==> config.mk <==
export PLATFORM = sky130hd
export DESIGN_NAME = fp_mul_post
export DESIGN_NICKNAME = d
export VERILOG_FILES = /design/src/rtl/fp_pkg.sv /design/src/rtl/fp_classify.sv /design/src/rtl/fp_mul_post.sv
export SDC_FILE = /design/constraint.sdc
export NUM_CORES = 1
export LEC_CHECK = 0
export CAP_MARGIN = 40
export CELL_PAD_IN_SITES_DETAIL_PLACEMENT = 2
export CELL_PAD_IN_SITES_GLOBAL_PLACEMENT = 2
export CORE_UTILIZATION = 21
export CTS_BUF_LIST = sky130_fd_sc_hd__clkbuf_8
export CTS_CLUSTER_SIZE = 10
export DETAILED_ROUTE_END_ITERATION = 16
export GPL_ROUTABILITY_DRIVEN = 1
export PLACE_DENSITY_LB_ADDON = 0.1
export SYNTH_ARGS = -nofsm -noshare
export SYNTH_HDL_FRONTEND = slang
export SYNTH_SLANG_ARGS = --single-unit
==> constraint.sdc <==
create_clock -name clk -period 15.2 [get_ports clk]
set_input_delay 2.28 -clock clk [delete_from_list [all_inputs] [get_ports clk]]
set_output_delay 2.28 -clock clk [all_outputs]
set_load 0.005 [all_outputs]
==> src/rtl/fp_pkg.sv <==
// Shared double-precision constants, flag indices and field layout
// for the multiplier post-processing stage.
package fp_pkg;

   localparam int FP_EXP_BIAS = 1023;
   localparam int FP_EXP_MAX  = 2047;

   localparam logic [63:0] FP_CANON_NAN = 64'h7FF8_0000_0000_0000;

   localparam int FLG_INV = 2;
   localparam int FLG_OVF = 1;
   localparam int FLG_UNF = 0;

   typedef struct packed {
      logic        sign;
      logic [10:0] exp;
      logic [51:0] mant;
   } fp64_t;

endpackage

==> src/rtl/fp_classify.sv <==
// Classifies one binary64 operand; subnormals count as zero.
module fp_classify
   import fp_pkg::*;
(
   input  logic [63:0] op,
   output logic        is_nan,
   output logic        is_inf,
   output logic        is_zero
);

   fp64_t f;
   logic  exp_max;
   logic  mant_nz;

   assign f       = op;
   assign exp_max = (f.exp == 11'(FP_EXP_MAX));
   assign mant_nz = |f.mant;

   assign is_nan  = exp_max && mant_nz;
   assign is_inf  = exp_max && !mant_nz;
   assign is_zero = (f.exp == 11'd0);

endmodule

==> src/rtl/fp_mul_post.sv <==
// Special-case, overflow and underflow fix-up behind a one-entry
// output register, with sticky exception flags.
module fp_mul_post
   import fp_pkg::*;
#(
   parameter logic [63:0] CANON_NAN = FP_CANON_NAN
) (
   input  logic        clk,
   input  logic        rst_n,
   input  logic        in_valid,
   output logic        in_ready,
   input  logic [63:0] op_a,
   input  logic [63:0] op_b,
   input  logic [63:0] raw_result,
   output logic        out_valid,
   input  logic        out_ready,
   output logic [63:0] out_result,
   output logic [2:0]  out_flags,
   output logic [2:0]  sticky_flags,
   input  logic        flags_clr
);

   fp64_t fa;
   fp64_t fb;
   fp64_t fr;

   logic a_nan, a_inf, a_zero;
   logic b_nan, b_inf, b_zero;

   logic               sgn;
   logic [12:0]        exp_sum;
   logic signed [12:0] base;
   logic signed [12:0] e_true;
   logic               carry;

   logic [63:0] new_result;
   logic [2:0]  new_flags;
   logic        accept;

   assign fa = op_a;
   assign fb = op_b;
   assign fr = raw_result;

   fp_classify u_cls_a (
      .op      (op_a),
      .is_nan  (a_nan),
      .is_inf  (a_inf),
      .is_zero (a_zero)
   );

   fp_classify u_cls_b (
      .op      (op_b),
      .is_nan  (b_nan),
      .is_inf  (b_inf),
      .is_zero (b_zero)
   );

   assign sgn = fa.sign ^ fb.sign;

   // The multiplier only reports 11 exponent bits; a mismatch against
   // the unnormalised sum reveals that it renormalised by one.
   assign exp_sum = {2'b0, fa.exp} + {2'b0, fb.exp};
   assign base    = $signed(exp_sum - 13'(FP_EXP_BIAS));
   assign carry   = (fr.exp != base[10:0]);
   assign e_true  = base + $signed({12'b0, carry});

   always_comb begin
      new_result = raw_result;
      new_flags  = 3'b000;
      if (a_nan || b_nan || (a_inf && b_zero) || (a_zero && b_inf)) begin
         new_result         = CANON_NAN;
         new_flags[FLG_INV] = 1'b1;
      end else if (a_inf || b_inf) begin
         new_result = {sgn, 11'h7FF, 52'h0};
      end else if (a_zero || b_zero) begin
         new_result = {sgn, 63'h0};
      end else if (e_true >= $signed(13'(FP_EXP_MAX))) begin
         new_result         = {sgn, 11'h7FF, 52'h0};
         new_flags[FLG_OVF] = 1'b1;
      end else if (e_true <= 13'sd0) begin
         new_result         = {sgn, 63'h0};
         new_flags[FLG_UNF] = 1'b1;
      end
   end

   assign in_ready = !out_valid || out_ready;
   assign accept   = in_valid && in_ready;

   always_ff @(posedge clk) begin
      if (!rst_n) begin
         out_valid    <= 1'b0;
         out_result   <= 64'h0;
         out_flags    <= 3'b000;
         sticky_flags <= 3'b000;
      end else begin
         if (accept) begin
            out_valid  <= 1'b1;
            out_result <= new_result;
            out_flags  <= new_flags;
         end else if (out_ready) begin
            out_valid  <= 1'b0;
         end
         // A set in the same cycle as a clear survives.
         sticky_flags <= (flags_clr ? 3'b000 : sticky_flags)
                       | (accept ? new_flags : 3'b000);
      end
   end

endmodule

==> results of run 1 <==
-- metal layers --
metal	share of wire	vias up	global-route usage	wire, µm
li1	-	2233	-	-
met1	0.43	2278	0.207	7540
met2	0.51	143	0.318	8950
met3	0.050	15	0.0317	880
met4	0.012	0	0.0470	206
met5	0	-	0	0
-- worst paths after layout --
kind | startpoint | endpoint | slack [ns] | cells after the start
setup / recovery | op_a[54] | out_result[1] | 7.32 | 21
hold / removal | out_flags[0] | out_flags[0] | 0.47 | 2
setup reg to reg | out_valid | out_result[1] | 13.00 | 6
hold reg to reg | out_flags[0] | out_flags[0] | 0.47 | 2
-- layout make-up --
class | count | area (µm²) | share of cell area
clock inverter | 5 | 81.3 | 0.0113
multi-input combinational | 336 | 2470 | 0.341
tap | 260 | 325 | 0.0450
inverter | 19 | 71.3 | 0.00987
sequential | 71 | 1420 | 0.197
clock buffer | 10 | 138 | 0.0190
timing repair buffer | 272 | 2730 | 0.377
-- per-stage QoR --
step	power (W)	instance area [µm²]
after floorplan	0.000318	4080
after global placement	0.000424	6980
after detailed placement	0.000433	7010
after CTS	0.000607	7230
after global routing	0.000633	7230
final	0.000596	7230
-- sequential cells by signal, indices dropped and copies added (netlist names) --
signal,flops
out_result,64
out_flags,3
sticky_flags,3
out_valid,1
-- cells in the mapped netlist (all sizes together), types with 4 or more instances --
cell type	count	area, µm²
dfxtp	71	1420
o21ai	11	55.1
nand4	13	87.6
nor2	26	97.6
clkbuf	11	41.3
a31oi	4	25.0
nand2b	8	50.1
nand2	31	116
xnor2	10	106
nand3	15	85.1
a311oi	12	105
or3	7	43.8
and2	4	27.5
xor2	12	120
a22o	53	464
nor4	33	206
nor3	15	86.3
buf	10	81.3
inv	19	71.3
a21oi	11	62.6
ha	23	288
-- logic make-up after synthesis --
group / Yosys count / share of synthesized area
xor gates and xnor gates: 22 / 0.0555
DFF: 71 / 0.348
and+or+nand+nor: 168 / 0.227
AOI/OAI and AO/OA: 122 / 0.246
adders and majority gates: 24 / 0.0754
buffers and inverters: 40 / 0.0475
-- power by group --
part	internal [W]	switching, W
Sequential	0.000201	0.00000802
Clock	0.0000963	0.0000736
Combinational	0.000120	0.0000973
Total	0.000417	0.000179
-- cell usage in the layout (no fill, tap or decap), drive strengths merged, types with 3 or more instances in the layout --
cell type	instances
nor2	26
nand2b	8
a21boi	3
xnor2	10
a22o	53
ha	23
buf	4
and3	3
nand2	31
clkbuf	10
o21a	3
nand3b	3
a21oi	11
o21ai	11
a311oi	12
nand3	15
nor4	33
clkdlybuf4s50	268
a31oi	4
xor2	12
nor3	15
and2	4
nand4	13
a21o	3
dfxtp	71
o211a	3
inv	20
or3	7
-- critical path: stages --
cell             delay [ns]
clkdlybuf4s50_1        0.47
ha_1                   0.35
ha_1                   0.30
a211oi_2               0.44
nor2_1                 0.11
xor2_1                 0.53
xor2_1                 0.14
nor4_1                 0.28
nand3_1                0.09
or3_1                  0.38
ha_1                   0.23
ha_1                   0.23
nand2b_1               0.09
nor2_1                 0.10
o32ai_1                0.32
o21ai_1                0.15
a221oi_1               0.66
or2_1                  0.26
nor3_4                 0.05
buf_4                  0.30
a22o_1                 0.32
==> out/metrics.yaml, run 1 <==
critical_path:
  path_class: "input port to flop"
  arrival_ns: 8.11
  required_ns: 15.44
  cp-start-kind: "input port"
  endpoint_kind: "flop"
  critPathMaxFanout: 51
worst_hold_path:
  min_path_type: "flop to flop"
sta:
  maxSlewHeadroom: 0.537
  tightestPinTransition_ns: 0.694
  hold_viol: 0
  setup_viol: 0
  fin_ws_ns: 7.32
  setup-tns-final_ns: 0
  fin_hold_ws_ns: 0.472
  finalCritPeriodShare: 0.518
  rsz0062_at_grt: "false"
  finalCriticalPeriod_ns: 7.88
  fmax_mhz: 127
  finClkSkew_ns: 0.00758
  slew_violations: 0
die:
  initial_core_util: 0.216
  die_w_um: 141
  ioPinCount: 269
  die_area_um2: 20000
  core_area_um2: 18900
  rows: 50
  fp.dieH_um: 141
layout:
  area_delta_synth_final_pct: 77.2
  drive_above_1_share: 0.0519
  n_antenna_cell: 0
  post-route-util: 0.383
  fill_cells: 2082
  fin_cells: 973
  layout.nets: 930
global_routing:
  track_usage: 0.174
  first_global_vias: 5053
  grt-ovfl-total: 0
  grt_pass1_wl_um: 27300
  antenna_found_initial: 0
  grt_max_degree: 52
cts:
  holdBufCountCts: 0
  clock_latency_ns: 0.35
  cts_buffers: 9
  cts_sinks: 71
  cts_max_path_buffers: 2
  cts_setup_buffers: 0
  post_cts_resized: 0
  path_clk_slew_ns: 0.08
  cts_tree: "built"
  cts_root_buffer: "clkbuf_8"
  htree_levels: 3
power:
  p_leak_nw: 2.67
  vdd_drop_max_mv: 0.0318
  powerDensity_nw_per_um2: 82.5
detailed_routing:
  vias: 4669
  routed_wl_um: 17600
  wire_per_inst_um: 18.1
  drtIter0Drc: 130
  post-route-drc-count: 0
  first_pass_iters: 4
  via_per_inst: 4.80
  final_antenna_net_count: 0
placed_design:
  preCtsSetupSlack_ns: 6.93
  dp_hpwl_um: 14900
  io_buffers: 268
  gp_congestion: 0.765
  dp_cells: 958
yosys:
  ys_async_sr_fraction: 0
  synth_area_um2: 4080
  syn_inst: 447
  synth_flop_cell: "dfxtp_1"
  seq_area_frac_synth: 0.348
  synth_seq_cells: 71
  syn-num-nets: 668
  ys.warnings.count: 0
  syn_area_per_cell_um2: 9.13
  synth_cell_types: 63
  synth_edf_count: 0
status:
  status: "finished, final reports clean"
job:
  drv_cap: 0
Power figures use the tool's default switching activity.
==> run 2, diff against run 1 <==
--- a/config.mk
+++ b/config.mk
@@ -8,7 +8,7 @@
 export CAP_MARGIN = 40
 export CELL_PAD_IN_SITES_DETAIL_PLACEMENT = 2
 export CELL_PAD_IN_SITES_GLOBAL_PLACEMENT = 2
-export CORE_UTILIZATION = 21
+export CORE_UTILIZATION = 20
 export CTS_BUF_LIST = sky130_fd_sc_hd__clkbuf_8
 export CTS_CLUSTER_SIZE = 10
 export DETAILED_ROUTE_END_ITERATION = 16
==> constraint.sdc (replaced) <==
create_clock -name clk -period 7.4 [get_ports clk]
set_input_delay 1.11 -clock clk [delete_from_list [all_inputs] [get_ports clk]]
set_output_delay 1.11 -clock clk [all_outputs]
set_load 0.005 [all_outputs]
==> run 2 against run 1 <==
- count of clock-buffer cells in the layout decreased by 1
- critical path depth grew 5
- first-iteration DRC count is 6.9% lower
- sequential cell count stayed put
- register-to-register slack worse by 7.9 ns
- global-route usage is 0.33 points higher
- combinational power increased by 110%
- clock skew fell by 0.0017 ns
- die area rose by 4.9%
- largest cell class unchanged
==> out/metrics.yaml, run 2 (same netlist as run 1, synthesis figures left out) <==
placed_design:
  place_area_um2: 7030  # +0.30%
  dp_hpwl_um: 15600  # +5.2%
  preCtsSetupSlack_ns: 0.416  # -6.52 ns
  gp_congestion: 0.868  # +13%
  dp_cells: 965  # +0.73%
  io_buffers: 268  # unchanged
global_routing:
  grt-ovfl-total: 0  # unchanged
  track_usage: 0.177  # +0.00333
  grt_pass1_wl_um: 28200  # +3.4%
  first_global_vias: 5135  # +1.6%
  antenna_found_initial: 0  # unchanged
  grt_max_degree: 52  # unchanged
sta:
  fmax_mhz: 152
  finClkSkew_ns: 0.00583  # -0.00175 ns
  setup_viol: 0  # unchanged
  setup-tns-final_ns: 0  # unchanged
  maxSlewHeadroom: 0.494  # -0.0434
  hold_viol: 0  # unchanged
  slew_violations: 0  # unchanged
  rsz0062_at_grt: "false"
  finalCritPeriodShare: 0.888
  finalCriticalPeriod_ns: 6.57
  tightestPinTransition_ns: 0.753  # +0.0596 ns
  fin_ws_ns: 0.831  # -6.49 ns
cts:
  path_clk_slew_ns: 0.07  # about the same
  cts_root_buffer: "clkbuf_8"
  holdBufCountCts: 0  # unchanged
  post_cts_resized: 0  # unchanged
  htree_levels: 3  # unchanged
  cts_buffers: 9  # unchanged
  cts_sinks: 71  # unchanged
  cts_max_path_buffers: 2  # unchanged
  cts_setup_buffers: 0  # unchanged
  cts_tree: "built"
  clock_latency_ns: 0.37  # +0.02 ns
layout:
  fin_cells: 980  # +0.72%
  multi_input_area_um2: 2470  # unchanged
  layout_commonest_cell: "clkdlybuf4s50_1"
  drive_above_1_share: 0.0545  # +0.00265
  largest_register_ffs: 64  # unchanged
  top_register: "out_result"
  n_antenna_cell: 0  # unchanged
  final_cell_mix: "268 x clkdlybuf4s50_1, 71 x dfxtp_1, 53 x a22o_1"
  layout.nets: 932  # +0.22%
  largestRegisters: "out_result: 64 flops, out_flags: 3 flops, sticky_flags: 3 flops"
  finish.instance_area_um2: 7290  # +0.83%
  fill_cells: 2148  # +3.2%
  area_delta_synth_final_pct: 78.6
  seq_area_um2: 1420  # unchanged
status:
  status: "finished, final reports clean"
detailed_routing:
  wire_per_inst_um: 19.0  # +5.4%
  m1WireLength_um: 7280  # -3.4%
  highest_layer: "met4"
  wl_met2_um: 9680  # +8.3%
  routed_wl_um: 18700  # +6.1%
  first_pass_iters: 4  # unchanged
  post-route-drc-count: 0  # unchanged
  final_antenna_net_count: 0  # unchanged
  via_per_inst: 4.77  # -0.57%
  vias: 4676  # +0.15%
  drtIter0Drc: 121  # -6.9%
  wl_met3_um: 1520  # +73%
critical_path:
  rr_worst_depth: 6  # unchanged
  cp-endpoint: "out_result[36]"
  critPathBufInv: 5  # +3
  cpLargestDelayFamily: "simple AND/OR/NAND/NOR gates"
  endpoint_kind: "flop"
  cp-start-kind: "input port"
  slowest_stage: "clkdlybuf4s50_1"
  cp_slowest_stage_delay_ns: 0.52  # -0.14 ns
  r2r-start: "out_valid"
  critPathMostFrequentCell: "ha_1"
  required_ns: 7.70  # -7.74 ns
  r2r_slack_ns: 5.14  # -7.86 ns
  reg2reg_to: "out_result[36]"
  critPathMaxFanout: 51  # unchanged
  path_class: "input port to flop"
  arrival_ns: 6.87  # -1.24 ns
  startpoint: "op_a[52]"
  cp.depth: 26  # +24%
power:
  switching_power_w: 0.000379  # +110%
  p_sw_frac: 0.292  # -0.00814
  pwr-share-seq: 0.332  # -0.019
  power_frac_comb: 0.352  # -0.012
  vdd_drop_max_mv: 0.0682  # +110%
  p_leak_nw: 2.70  # +1.1%
  power.share.clock: 0.317  # +0.032
  powerDensity_nw_per_um2: 178  # +120%
  cell_internal_pwr_w: 0.000919  # +120%
die:
  die_w_um: 145  # +2.4%
  fp.dieH_um: 145  # +2.4%
  core_area_um2: 19700  # +4.4%
  rows: 51  # +2.0%
  die_area_um2: 21000  # +4.9%
  initial_core_util: 0.207  # -0.00903
  ioPinCount: 269  # unchanged
job:
  drv_cap: 0  # unchanged
worst_hold_path:
  min_from: "out_flags[1]"
  min_path_type: "flop to flop"
-- run 2: cell types whose count changed in the layout (fill, tap and decap cells not counted) --
| cell | delta |
|---|---|
| clkbuf_8 | -1 |
| inv_6 | -1 |
| clkinv_4 | +1 |
| buf_4 | +2 |
| bufinv_16 | +2 |
| clkinvlp_4 | -1 |
-- run 2: stage by stage --
stage	util	hold slack (ns)	total power (W)
final	0.370	0.454	0.00130
after global routing	0.370	0.494	0.00137
after CTS	0.370	0.457	0.00132
after detailed placement	0.357	0.446	0.000900
after global placement	0.356	0.441	0.000886
after floorplan	-	0.443	0.000654
-- run 2: worst min-delay path by stage --
stage | endpoint | cells past startpoint
after floorplan | out_flags[1] | 2
after global placement | out_flags[1] | 2
after detailed placement | out_flags[1] | 2
after CTS | out_flags[1] | 2
after global routing | out_result[35] | 1
final | out_flags[1] | 2
-- run 2: power by group through the flow --
stage	Combinational, W	Sequential [W]	Clock [W]
after global placement	0.000448	0.000438	0
final	0.000457	0.000430	0.000411
after floorplan	0.000214	0.000440	0
after detailed placement	0.000461	0.000439	0
after CTS	0.000464	0.000431	0.000425
after global routing	0.000499	0.000434	0.000438
-- run 2: layer usage --
metal	track usage	vias up
li1	-	2249
met1	0.192	2258
met2	0.333	158
met3	0.0576	11
met4	0.0349	0
met5	0	-
-- run 2: area by class of cell --
| type | count | share of cell area |
|---|---|---|
| Tap cell | 265 | 0.0455 |
| Clock buffer | 9 | 0.0170 |
| Inverter | 19 | 0.00979 |
| Multi-Input combinational cell | 336 | 0.338 |
| Timing Repair Buffer | 274 | 0.376 |
| Clock inverter | 6 | 0.0184 |
| Sequential cell | 71 | 0.195 |
-- run 2: tightest hold or removal path, delay by kind of cell (launching register included) --
kind,cells,cell delay (ns)
compound gates,1,0.05
flops,1,0.31
simple gates,1,0.05
==> run 3, diff against run 2 <==
--- a/config.mk
+++ b/config.mk
@@ -10,7 +10,6 @@
 export CELL_PAD_IN_SITES_GLOBAL_PLACEMENT = 2
 export CORE_UTILIZATION = 20
 export CTS_BUF_LIST = sky130_fd_sc_hd__clkbuf_8
-export CTS_CLUSTER_SIZE = 10
 export DETAILED_ROUTE_END_ITERATION = 16
 export GPL_ROUTABILITY_DRIVEN = 1
 export PLACE_DENSITY_LB_ADDON = 0.1
==> results of run 3 <==
Same layout as run 2: the final DEF is identical, and so are final timing and power.
